## config.mk

```make
export PLATFORM = sky130hd
export DESIGN_NAME = mo_scan_sequencer
export DESIGN_NICKNAME = d
export VERILOG_FILES = /design/src/rtl/mo_scan_sequencer.sv
export SDC_FILE = /design/constraint.sdc
export NUM_CORES = 1
export LEC_CHECK = 0
export CAP_MARGIN = 20
export CORE_MARGIN = 5
export CORE_UTILIZATION = 49
export CTS_BUF_LIST = sky130_fd_sc_hd__clkbuf_8 sky130_fd_sc_hd__clkbuf_16
export DETAILED_ROUTE_END_ITERATION = 12
export GPL_ROUTABILITY_DRIVEN = 1
export PLACE_DENSITY = 0.89
export SLEW_MARGIN = 10
export SYNTH_ARGS = -nofsm -noshare
export SYNTH_HDL_FRONTEND = slang
export SYNTH_SLANG_ARGS = --single-unit
```

## constraint.sdc

```tcl
create_clock -name clk -period 3.14 [get_ports clk]
set_input_delay 0.942 -clock clk [delete_from_list [all_inputs] [get_ports clk]]
set_output_delay 0.942 -clock clk [all_outputs]
set_load 0.02 [all_outputs]
```

## src/rtl/mo_scan_sequencer.sv

```systemverilog
`default_nettype none
// ============================================================================
// Module   : mo_scan_sequencer
// Purpose  : Per-scanline motion-object RAM walker feeding the vertical match
//            stage. Optional MO_SKIP_EMPTY_EN drops EVAL/EMIT for Y==0 objects.
// Revision : 1.0
// ============================================================================
module mo_scan_sequencer #(
    parameter int NUM_OBJ = 40,
    parameter int IDX_W   = 6
) (
    input  logic                 clk,
    input  logic                 reset,
    input  logic                 ce2Hd5,
    input  logic                 line_start,
    input  logic                 bank,
    output logic [IDX_W+2:0]     ram_addr,
    input  logic [7:0]           ram_data,
    output logic [15:0]          SR,
    output logic                 CK1,
    output logic [7:0]           XPOS,
    output logic [7:0]           COLOR,
    output logic [IDX_W-1:0]     obj_idx,
    output logic                 busy,
    output logic                 done
);

    localparam logic [IDX_W-1:0] LAST_IDX = IDX_W'(NUM_OBJ - 1);

    typedef enum logic [2:0] {
        S_IDLE = 3'd0,
        S_F0   = 3'd1,
        S_F1   = 3'd2,
        S_F2   = 3'd3,
        S_F3   = 3'd4,
        S_F4   = 3'd5,
        S_EVAL = 3'd6,
        S_EMIT = 3'd7
    } state_e;

    state_e             state_q;
    logic               bank_l_q;
    logic [IDX_W-1:0]   idx_q;
    logic [1:0]         byte_q;
    logic [15:0]        sr_q;
    logic [7:0]         xpos_q;
    logic [7:0]         color_q;
    logic               ck1_q;
    logic               busy_q;
    logic               done_q;

    logic               empty_d;
    logic               advance_d;
    logic               last_d;

`ifdef MO_SKIP_EMPTY_EN
    assign empty_d = (sr_q[15:8] == 8'h00);
`else
    assign empty_d = 1'b0;
`endif

    // An object is finished either at EMIT or, when empty, straight out of F4.
    assign advance_d = (state_q == S_EMIT) || ((state_q == S_F4) && empty_d);
    assign last_d    = (idx_q == LAST_IDX);

    always_ff @(posedge clk) begin
        if (reset) begin
            state_q  <= S_IDLE;
            bank_l_q <= 1'b0;
            idx_q    <= '0;
            byte_q   <= 2'd0;
            sr_q     <= 16'h0000;
            xpos_q   <= 8'h00;
            color_q  <= 8'h00;
            ck1_q    <= 1'b0;
            busy_q   <= 1'b0;
            done_q   <= 1'b0;
        end else if (ce2Hd5) begin
            done_q <= 1'b0;
            ck1_q  <= 1'b0;
            if (line_start) begin
                // Start or abort-restart: the new scan always wins.
                bank_l_q <= bank;
                idx_q    <= '0;
                byte_q   <= 2'd0;
                busy_q   <= 1'b1;
                state_q  <= S_F0;
            end else begin
                case (state_q)
                    S_F0: begin
                        byte_q  <= 2'd1;
                        state_q <= S_F1;
                    end
                    S_F1: begin
                        sr_q[15:8] <= ram_data;
                        byte_q     <= 2'd2;
                        state_q    <= S_F2;
                    end
                    S_F2: begin
                        sr_q[7:0] <= ram_data;
                        byte_q    <= 2'd3;
                        state_q   <= S_F3;
                    end
                    S_F3: begin
                        xpos_q  <= ram_data;
                        state_q <= S_F4;
                    end
                    S_F4: begin
                        color_q <= ram_data;
                        ck1_q   <= 1'b1;
                        state_q <= S_EVAL;
                    end
                    S_EVAL: begin
                        state_q <= S_EMIT;
                    end
                    default: begin
                    end
                endcase

                if (advance_d) begin
                    ck1_q <= 1'b0;
                    if (last_d) begin
                        busy_q  <= 1'b0;
                        done_q  <= 1'b1;
                        state_q <= S_IDLE;
                    end else begin
                        idx_q   <= idx_q + 1'b1;
                        byte_q  <= 2'd0;
                        state_q <= S_F0;
                    end
                end
            end
        end
    end

    assign ram_addr = {bank_l_q, idx_q, byte_q};
    assign SR       = sr_q;
    assign CK1      = ck1_q;
    assign XPOS     = xpos_q;
    assign COLOR    = color_q;
    assign obj_idx  = idx_q;
    assign busy     = busy_q;
    assign done     = done_q;

endmodule
`default_nettype wire

```

==> flow_summary.toml, run 1 <==
[run_status]
run_status = "completed"

[synthesis]
syn_avg_cell_area_sq_um = 9.84
synth_fp_nets = 209
synth_top_area_share_pct = 49.1
ys.warnings.count = 0
synth_enable_flop_cells = 0
synth-seq-area-share_pct = 49.1
ys_top_cells_by_area = "sky130_fd_sc_hd__dfxtp_1 (49%), sky130_fd_sc_hd__mux2i_1 (17%), sky130_fd_sc_hd__nor2_1 (8.2%)"
synth-main-ff-cell = "sky130_fd_sc_hd__dfxtp_1"
post-synth-top-count-cell = "sky130_fd_sc_hd__dfxtp_1"
netlist_area_sq_um = 1920
synthDominantAreaCellType = "sky130_fd_sc_hd__dfxtp_1"
post_synth_most_frequent_cells = "sky130_fd_sc_hd__dfxtp_1 (47), sky130_fd_sc_hd__nor2_1 (42), sky130_fd_sc_hd__mux2i_1 (33), sky130_fd_sc_hd__buf_4 (9), sky130_fd_sc_hd__nand2_1 (9)"
synth.distinct_cells = 39
proportion_of_register_bits_with_asynchronous_set_or_reset_after_synthesis_pct = 0
synthCells = 195
postSynthRegisterBits = 47

[critical_path]
data_required_time_at_the_worst_endpoint_ps = 2200
cp_num_buf_inv = 1
crit_chain = "clkdlybuf4s50_1"
slowest_cell_on_crit_path = "sky130_fd_sc_hd__clkdlybuf4s50_1"
worstSetupEndpointType = "primary output"
critical_path.top_delay_family = "buffers and inverters"
cp_data_arrival_time_ps = 1430
critPathMaxFanout = 7
worst_r2r_startpoint = "obj_idx[0]$_SDFFE_PP0P_"
cp_slowest_stage_delay_ps = 660
timing.rr.end = "obj_idx[0]$_SDFFE_PP0P_"
register_to_register_setup_slack_ps = 1550
path_class = "reg -> out"
crit_path_start_kind = "flip-flop"
worstRegToRegCells = 5

[cts]
cts_max_level = 2
clock-sinks = 47
insertion_delay_ps = 310
cts_buffers = 5
clock_tree.buffer_depth = 2
cts_tree = "done"
cts_root_buffer = "sky130_fd_sc_hd__clkbuf_8"
clkSlewWorstSetupHoldPaths_ps = 90
cts_hold_buffers = 0
buffer_count_from_post_cts_setup_fixing = 0
post_cts.resized_instances = 0

[place]
dpl.cell_count = 293
buffer_ports.inserted = 62
routabilityCongestion = 0.829
hpwlAfterDp_mm = 3.31

[global_routing]
grt.overflow.total = 0
grt_max_degree = 33
wire_length_of_the_first_global_routing_pass_mm = 7.42
via_count_of_the_first_global_routing_pass = 1507
antenna_violations_before_repair = 0
grt.total_usage_pct = 18.2

[floorplan]
placementRows = 22
chipHeight_um = 72.6
dieWidth_um = 72.6
core-area_sq_um = 3720
die-area_sq_um = 5270
initial_core_util_pct = 51.6
num_io_pins = 63

[layout]
filler_cell_count = 292
layout_cell_share_with_drive_strength_beyond_1_pct = 8.30
syn2layout_area_growth_pct = 36.3
layout.nets = 266
num_antenna_cells = 0
stdcell_count = 301

[pwr]
p_int_uw = 786
power_frac_clock_pct = 35.6
p_seq_share_pct = 58.1
net-switching-power_uw = 255
p_comb_share_pct = 6.3
power-per-cell-area_nw_per_um2 = 398
power.share.switching_pct = 24.5
static_leak_uw = 0.00115
irDropWorstVdd_mv = 0.349

[hold_path]
worst_hold_startpoint = "bank_l_q$_SDFFE_PP0P_"
hold_path_depth = 2
timing.hold.worst.class = "reg -> reg"
min_delay_worst_endpoint = "bank_l_q$_SDFFE_PP0P_"

[route]
drt-pass1-iter-count = 4
viasPerCell = 5.31
detailedRoute.firstIterationViolations = 153
route.detailed.wl_per_inst_um = 15.4
detail-route-antenna-nets = 0
totalWireLength_mm = 4.63
drcViolationCount = 0
vias = 1599

[timing]
maxClockFrequency_ghz = 0.422
fin_crit_ps = 2370
slew_at_the_pin_closest_to_its_max_slew_limit_ps = 439
max-slew-margin-rel_pct = 70.5
layout_worst_path_cycle_share_pct = 75.5
grt_setup_unrepaired = "false"
setup_tns_ps = 0
slew_viol_final = 0
finalClockSkew_ps = 7.38
setup_viol = 0
finalHoldViolations = 0
fin_hold_ws_ps = 463

[flow_run]
drv.max_cap_violation_count = 0
[metal layers]
layer	share of wire [%]	up-vias	wire, um	global-route usage, %
li1	-	779	-	-
met1	40	754	1870	22.4
met2	50	59	2340	30.1
met3	8.0	7	371	5.82
met4	1.1	0	50	6.15
met5	0	-	0	0
[tightest hold or removal path, cell delays in order (launching register included)]
cell                      delay (ps)
sky130_fd_sc_hd__dfxtp_1         320
sky130_fd_sc_hd__nand2_1          50
sky130_fd_sc_hd__a21oi_1          60
[through the flow]
stage | util, % | instance area (sq um) | setup WS, ps | power, uW
final | 70.3 | 2610 | 768 | 1040
after global routing | 70.3 | 2610 | 690 | 1070
after CTS | 70.3 | 2610 | 764 | 1040
after detailed placement | 67.9 | 2520 | 495 | 684
after global placement | 67.9 | 2520 | 532 | 683
after floorplan | - | 1920 | 1230 | 651
[power groups by stage]
stage / clock network, uW / registers [uW] / logic, uW
global route: 397 / 606 / 71.3
finish: 370 / 605 / 66.1
detailed placement: 0 / 619 / 65.4
global placement: 0 / 619 / 64.6
floorplan: 0 / 619 / 31.8
CTS: 372 / 605 / 65.7
[how the worst max path moves through the flow]
stage	slack, ps	to	startpoint	cells after the start
4_1_cts	760	obj_idx[3]	obj_idx[3]$_SDFFE_PP0P_	1
5_1_grt	690	XPOS[5]$_SDFFE_PP0P_	ce2Hd5	5
3_3_place_gp	530	XPOS[1]$_SDFFE_PP0P_	ce2Hd5	5
3_5_place_dp	500	XPOS[3]$_SDFFE_PP0P_	ce2Hd5	5
6_report	770	obj_idx[3]	obj_idx[3]$_SDFFE_PP0P_	1
2_1_floorplan	1230	SR[0]$_SDFFE_PP0P_	line_start	5
[cells in the final DEF (no fill, tap or decap), drive strengths merged, types with 3 or more instances in the layout]
cell type	count
clkdlybuf4s50	62
dfxtp	47
nor2	42
mux2i	33
nand2	10
a21oi	5
clkbuf	5
inv	5
buf	4
nand3	4
nor2b	3
nand4	3
xnor2	3
[cell families (layout without fill, tap and decap cells)]
logic type	after synthesis	after routing	share of synthesized area, %
buffers and inverters	19	77	6.00
AO/OA/AOI/OAI	19	19	7.18
adder cells (fa/ha/maj)	1	1	0.652
multiplexers	34	34	17.8
XOR/XNOR	3	3	1.37
AND/OR/NAND/NOR	72	72	17.9
flip-flops	47	47	49.1
[state kept, by name, summed over array words and instances, names as in the netlist]
signal    count
SR           16
COLOR         8
XPOS          8
obj_idx       6
state_q       3
byte_q        2
CK1           1
bank_l_q      1
busy          1
done          1
[layout make-up]
type / count / area (sq um) / area share (%)
Sequential cell: 47 / 941 / 36.0
Multi-Input combinational cell: 129 / 862 / 33.0
Timing Repair Buffer: 66 / 651 / 24.9
Clock buffer: 5 / 68.8 / 2.63
Tap cell: 48 / 60.1 / 2.30
Clock inverter: 3 / 20.0 / 0.766
Inverter: 3 / 11.3 / 0.431
Note: power is estimated with default switching activity, not from simulation.
==> inputs of run 2 (changes only) <==
--- a/config.mk
+++ b/config.mk
@@ -7,11 +7,11 @@
 export LEC_CHECK = 0
 export CAP_MARGIN = 20
 export CORE_MARGIN = 5
-export CORE_UTILIZATION = 49
+export CORE_UTILIZATION = 45
 export CTS_BUF_LIST = sky130_fd_sc_hd__clkbuf_8 sky130_fd_sc_hd__clkbuf_16
 export DETAILED_ROUTE_END_ITERATION = 12
 export GPL_ROUTABILITY_DRIVEN = 1
-export PLACE_DENSITY = 0.89
+export PLACE_DENSITY = 0.83
 export SLEW_MARGIN = 10
 export SYNTH_ARGS = -nofsm -noshare
 export SYNTH_HDL_FRONTEND = slang
==> constraint.sdc (replaced) <==
create_clock -name clk -period 2.45 [get_ports clk]
set_input_delay 0.735 -clock clk [delete_from_list [all_inputs] [get_ports clk]]
set_output_delay 0.735 -clock clk [all_outputs]
set_load 0.02 [all_outputs]
==> flow_summary.toml, run 2 (synthesized netlist as in run 1, its figures left out) <==
[layout]
mostFrequentLayoutCells = "sky130_fd_sc_hd__clkdlybuf4s50_1 (62), sky130_fd_sc_hd__dfxtp_1 (47), sky130_fd_sc_hd__nor2_1 (42), sky130_fd_sc_hd__mux2i_1 (33), sky130_fd_sc_hd__nand2_1 (9)"
layout.nets = 267
largest_reg_flops = 16
layout_cell_share_with_drive_strength_beyond_1_pct = 8.66
leading_cell_type_in_the_layout_fill_and_taps_excluded = "sky130_fd_sc_hd__clkdlybuf4s50_1"
syn2layout_area_growth_pct = 39.1
stdcell_count = 304
num_antenna_cells = 0

[route]
vias = 1555
route.detailed.wl_per_inst_um = 14.8
detail-route-antenna-nets = 0
detailedRoute.firstIterationViolations = 78
viasPerCell = 5.12
drt-pass1-iter-count = 4
drcViolationCount = 0
totalWireLength_mm = 4.50

[critical_path]
cp_data_arrival_time_ps = 1430
cp_slowest_stage_delay_ps = 660
crit_path_start_kind = "flip-flop"
worstSetupEndpointType = "primary output"
cp-startpoint = "obj_idx[3]$_SDFFE_PP0P_"
critPathMaxFanout = 7
cp_num_buf_inv = 1
data_required_time_at_the_worst_endpoint_ps = 1710
register_to_register_setup_slack_ps = 790
crit_chain = "clkdlybuf4s50_1"
slowest_cell_on_crit_path = "sky130_fd_sc_hd__clkdlybuf4s50_1"
path_class = "reg -> out"
worst_r2r_startpoint = "obj_idx[0]$_SDFFE_PP0P_"
critical_path.top_delay_family = "buffers and inverters"

[cts]
clock-sinks = 47
clkSlewWorstSetupHoldPaths_ps = 90
buffer_count_from_post_cts_setup_fixing = 0
cts_buffers = 5
cts_root_buffer = "sky130_fd_sc_hd__clkbuf_8"
clock_tree.buffer_depth = 2
insertion_delay_ps = 290
cts_hold_buffers = 0
cts_tree = "done"
cts_max_level = 2
post_cts.resized_instances = 0

[timing]
finalHoldViolations = 0
layout_worst_path_cycle_share_pct = 88.4
maxClockFrequency_ghz = 0.462
setup_tns_ps = 0
max-slew-margin-rel_pct = 71.1
slew_at_the_pin_closest_to_its_max_slew_limit_ps = 429
setup_viol = 0
grt_setup_unrepaired = "false"
slew_viol_final = 0
fin_crit_ps = 2170
finalClockSkew_ps = 9.54

[floorplan]
num_io_pins = 63
initial_core_util_pct = 47.3
die-area_sq_um = 5670
dieWidth_um = 75.3
core-area_sq_um = 4060
placementRows = 23
chipHeight_um = 75.3

[hold_path]
timing.hold.worst.class = "reg -> reg"
worst_hold_startpoint = "bank_l_q$_SDFFE_PP0P_"

[global_routing]
grt_max_degree = 37
grt.total_usage_pct = 16.5
grt.overflow.total = 0
via_count_of_the_first_global_routing_pass = 1484
antenna_violations_before_repair = 0
wire_length_of_the_first_global_routing_pass_mm = 7.25

[pwr]
irDropWorstVdd_mv = 0.336
static_leak_uw = 0.00118
power-per-cell-area_nw_per_um2 = 568

[place]
hpwlAfterDp_mm = 3.27
dpl.cell_count = 296
buffer_ports.inserted = 62
routabilityCongestion = 0.825

[run_status]
run_status = "completed"

[flow_run]
drv.max_cap_violation_count = 0
run 2: cell count changes in the layout (fill, tap and decap cells not counted):
cell                         before  now
sky130_fd_sc_hd__buf_4            4    5
sky130_fd_sc_hd__bufinv_16        0    2
sky130_fd_sc_hd__clkinvlp_4       1    0
sky130_fd_sc_hd__inv_6            1    0
run 2: worst reg2reg max path, delay by kind of cell (launching register included):
kind | cells | cell delay [ps]
simple gates | 2 | 580
flops | 1 | 350
fa+ha+maj | 1 | 240
mux | 1 | 230
compound gates | 1 | 210
run 2: final timing paths:
| check | endpoint | cells past startpoint |
|---|---|---|
| min reg2reg | bank_l_q$_SDFFE_PP0P_ | 2 |
| max reg2reg | obj_idx[0]$_SDFFE_PP0P_ | 5 |
| min | bank_l_q$_SDFFE_PP0P_ | 2 |
| max | obj_idx[3] | 1 |
run 2: cell type report:
class / instances / area (sq um)
fillers: 319 / 1390
flip-flops and latches: 47 / 941
multi-input cells: 129 / 862
repair buffers: 67 / 658
clock buffers: 5 / 68.8
clock inverters: 3 / 63.8
well taps: 50 / 62.6
inverters: 3 / 11.3
run 2: through the flow:
| step | util [%] | worst slack, ps | hold slack [ps] | power, uW | cell area (sq um) |
|---|---|---|---|---|---|
| detailed placement | 62.5 | 102 | 456 | 877 | 2530 |
| finish | 65.7 | 284 | 469 | 1520 | 2670 |
| global placement | 62.5 | 120 | 443 | 877 | 2530 |
| CTS | 65.7 | 285 | 468 | 1530 | 2670 |
| global route | 65.7 | 230 | 507 | 1560 | 2670 |
| floorplan | - | 743 | 437 | 834 | 1920 |
run 2: layer usage:
metal	global-route usage, %	wire (um)	vias up
met2	25.6	2100	45
met4	5.24	76	0
met5	0	0	-
met3	4.54	221	6
li1	-	-	779
met1	22.2	2100	725
run 2: report_power, final:
part / switching (uW) / internal (uW)
Combinational: 46.1 / 38.8
Sequential: 6.60 / 769
Clock: 251 / 404
Total: 304 / 1210
==> inputs of run 3 (changes only) <==
--- a/config.mk
+++ b/config.mk
@@ -7,11 +7,11 @@
 export LEC_CHECK = 0
 export CAP_MARGIN = 20
 export CORE_MARGIN = 5
-export CORE_UTILIZATION = 45
+export CORE_UTILIZATION = 40
 export CTS_BUF_LIST = sky130_fd_sc_hd__clkbuf_8 sky130_fd_sc_hd__clkbuf_16
 export DETAILED_ROUTE_END_ITERATION = 12
 export GPL_ROUTABILITY_DRIVEN = 1
-export PLACE_DENSITY = 0.83
+export PLACE_DENSITY = 0.75
 export SLEW_MARGIN = 10
 export SYNTH_ARGS = -nofsm -noshare
 export SYNTH_HDL_FRONTEND = slang
==> flow_summary.toml, run 3 (synthesized netlist as in run 1, its figures left out) <==
[route]
drt-pass1-iter-count = 4
drcViolationCount = 0
totalWireLength_mm = 4.57
detail-route-antenna-nets = 0
route.detailed.wl_per_inst_um = 14.8
viasPerCell = 5.07
detailedRoute.firstIterationViolations = 67
vias = 1571

[critical_path]
worstRegToRegCells = 5
worstSetupEndpointType = "flip-flop"
data_required_time_at_the_worst_endpoint_ps = 2630
register_to_register_setup_slack_ps = 820
crit_path_start_kind = "input pin"
worst_r2r_startpoint = "obj_idx[0]$_SDFFE_PP0P_"
critPathMaxFanout = 8
timing.rr.end = "obj_idx[0]$_SDFFE_PP0P_"
cp_data_arrival_time_ps = 2360
path_class = "in -> reg"

[pwr]
irDropWorstVdd_mv = 0.351
static_leak_uw = 0.00118
power-per-cell-area_nw_per_um2 = 528

[layout]
leading_cell_type_in_the_layout_fill_and_taps_excluded = "sky130_fd_sc_hd__clkdlybuf4s50_1"
layout_cell_share_with_drive_strength_beyond_1_pct = 9.38
largest_reg_flops = 16
layout.nets = 270
num_antenna_cells = 0
mostFrequentLayoutCells = "sky130_fd_sc_hd__clkdlybuf4s50_1 (62), sky130_fd_sc_hd__dfxtp_1 (47), sky130_fd_sc_hd__nor2_1 (42), sky130_fd_sc_hd__mux2i_1 (33), sky130_fd_sc_hd__nand2_1 (9)"
syn2layout_area_growth_pct = 38.9

[cts]
insertion_delay_ps = 300
clock-sinks = 47
cts_tree = "done"
post_cts.resized_instances = 0
clock_tree.buffer_depth = 2
cts_root_buffer = "sky130_fd_sc_hd__clkbuf_8"
cts_hold_buffers = 0
clkSlewWorstSetupHoldPaths_ps = 80
cts_max_level = 2
buffer_count_from_post_cts_setup_fixing = 0
cts_buffers = 5

[timing]
fin_hold_ws_ps = 456
fin_crit_ps = 2170
finalClockSkew_ps = 5.99
setup_tns_ps = 0
layout_worst_path_cycle_share_pct = 88.7
finalHoldViolations = 0
slew_at_the_pin_closest_to_its_max_slew_limit_ps = 441
maxClockFrequency_ghz = 0.460
grt_setup_unrepaired = "false"
max-slew-margin-rel_pct = 70.3
setup_viol = 0
slew_viol_final = 0

[global_routing]
grt_max_degree = 40
via_count_of_the_first_global_routing_pass = 1595
grt.overflow.total = 0
antenna_violations_before_repair = 0
grt.total_usage_pct = 15.7
wire_length_of_the_first_global_routing_pass_mm = 7.68

[hold_path]
min_delay_worst_endpoint = "bank_l_q$_SDFFE_PP0P_"
hold_path_depth = 2
timing.hold.worst.class = "reg -> reg"
worst_hold_startpoint = "bank_l_q$_SDFFE_PP0P_"

[floorplan]
initial_core_util_pct = 40.9
num_io_pins = 63
die-area_sq_um = 6280
chipHeight_um = 79.2
placementRows = 25
dieWidth_um = 79.2
core-area_sq_um = 4690

[flow_run]
drv.max_cap_violation_count = 0

[place]
hpwlAfterDp_mm = 3.21
routabilityCongestion = 0.818
buffer_ports.inserted = 62

[run_status]
run_status = "completed"
## run 3: cell types whose count changed in the layout (fill, tap and decap cells not counted), sizes merged
cell	before	now
buf	5	8
bufinv	2	1
## run 3: critical path, cell delays in order
cell and delay [ps]:
sky130_fd_sc_hd__clkdlybuf4s50_1 560, sky130_fd_sc_hd__buf_4 230, sky130_fd_sc_hd__nor3b_2 230, sky130_fd_sc_hd__nand3_2 300, sky130_fd_sc_hd__mux2i_1 250, sky130_fd_sc_hd__nor2_1 60
## run 3: layer usage
metal | wire, um | share of wire [%] | GRT usage (%) | vias up
li1 | - | - | - | 784
met1 | 1970 | 43 | 18.5 | 721
met2 | 2000 | 44 | 23.1 | 58
met3 | 497 | 11 | 8.96 | 8
met4 | 98 | 2.1 | 6.53 | 0
met5 | 0 | 0 | 0 | -
## run 3: worst max path at each step
stage / from / endpoint / slack (ps) / cells past startpoint
final: line_start / SR[1]$_SDFFE_PP0P_ / 280 / 6
after global routing: line_start / SR[4]$_SDFFE_PP0P_ / 140 / 6
after CTS: line_start / SR[1]$_SDFFE_PP0P_ / 290 / 6
after detailed placement: line_start / SR[1]$_SDFFE_PP0P_ / -30 / 6
after global placement: line_start / SR[3]$_SDFFE_PP0P_ / -30 / 6
after floorplan: line_start / SR[0]$_SDFFE_PP0P_ / 740 / 5
## run 3: where the power goes
part | switching, uW | internal [uW]
Clock | 249 | 295
Sequential | 6.69 | 769
Combinational | 47.1 | 41.1
## run 3: final cells by class
type | instances | area [sq um]
timing repair buffer | 70 | 681
sequential | 47 | 941
tap | 54 | 67.6
fill | 420 | 2030
multi-input combinational | 129 | 862
inverter | 3 | 11.3
clock inverter | 2 | 33.8
clock buffer | 5 | 68.8
## run 3: through the flow
stage,power [uW],setup WS (ps),utilization [%],cells,instance area (sq um)
floorplan,834,743,-,195,1920
global placement,880,-25.1,54.6,303,2560
detailed placement,881,-29.5,54.6,303,2560
CTS,1430,287,56.8,310,2670
global route,1470,144,56.8,310,2670
finish,1410,277,56.8,310,2670
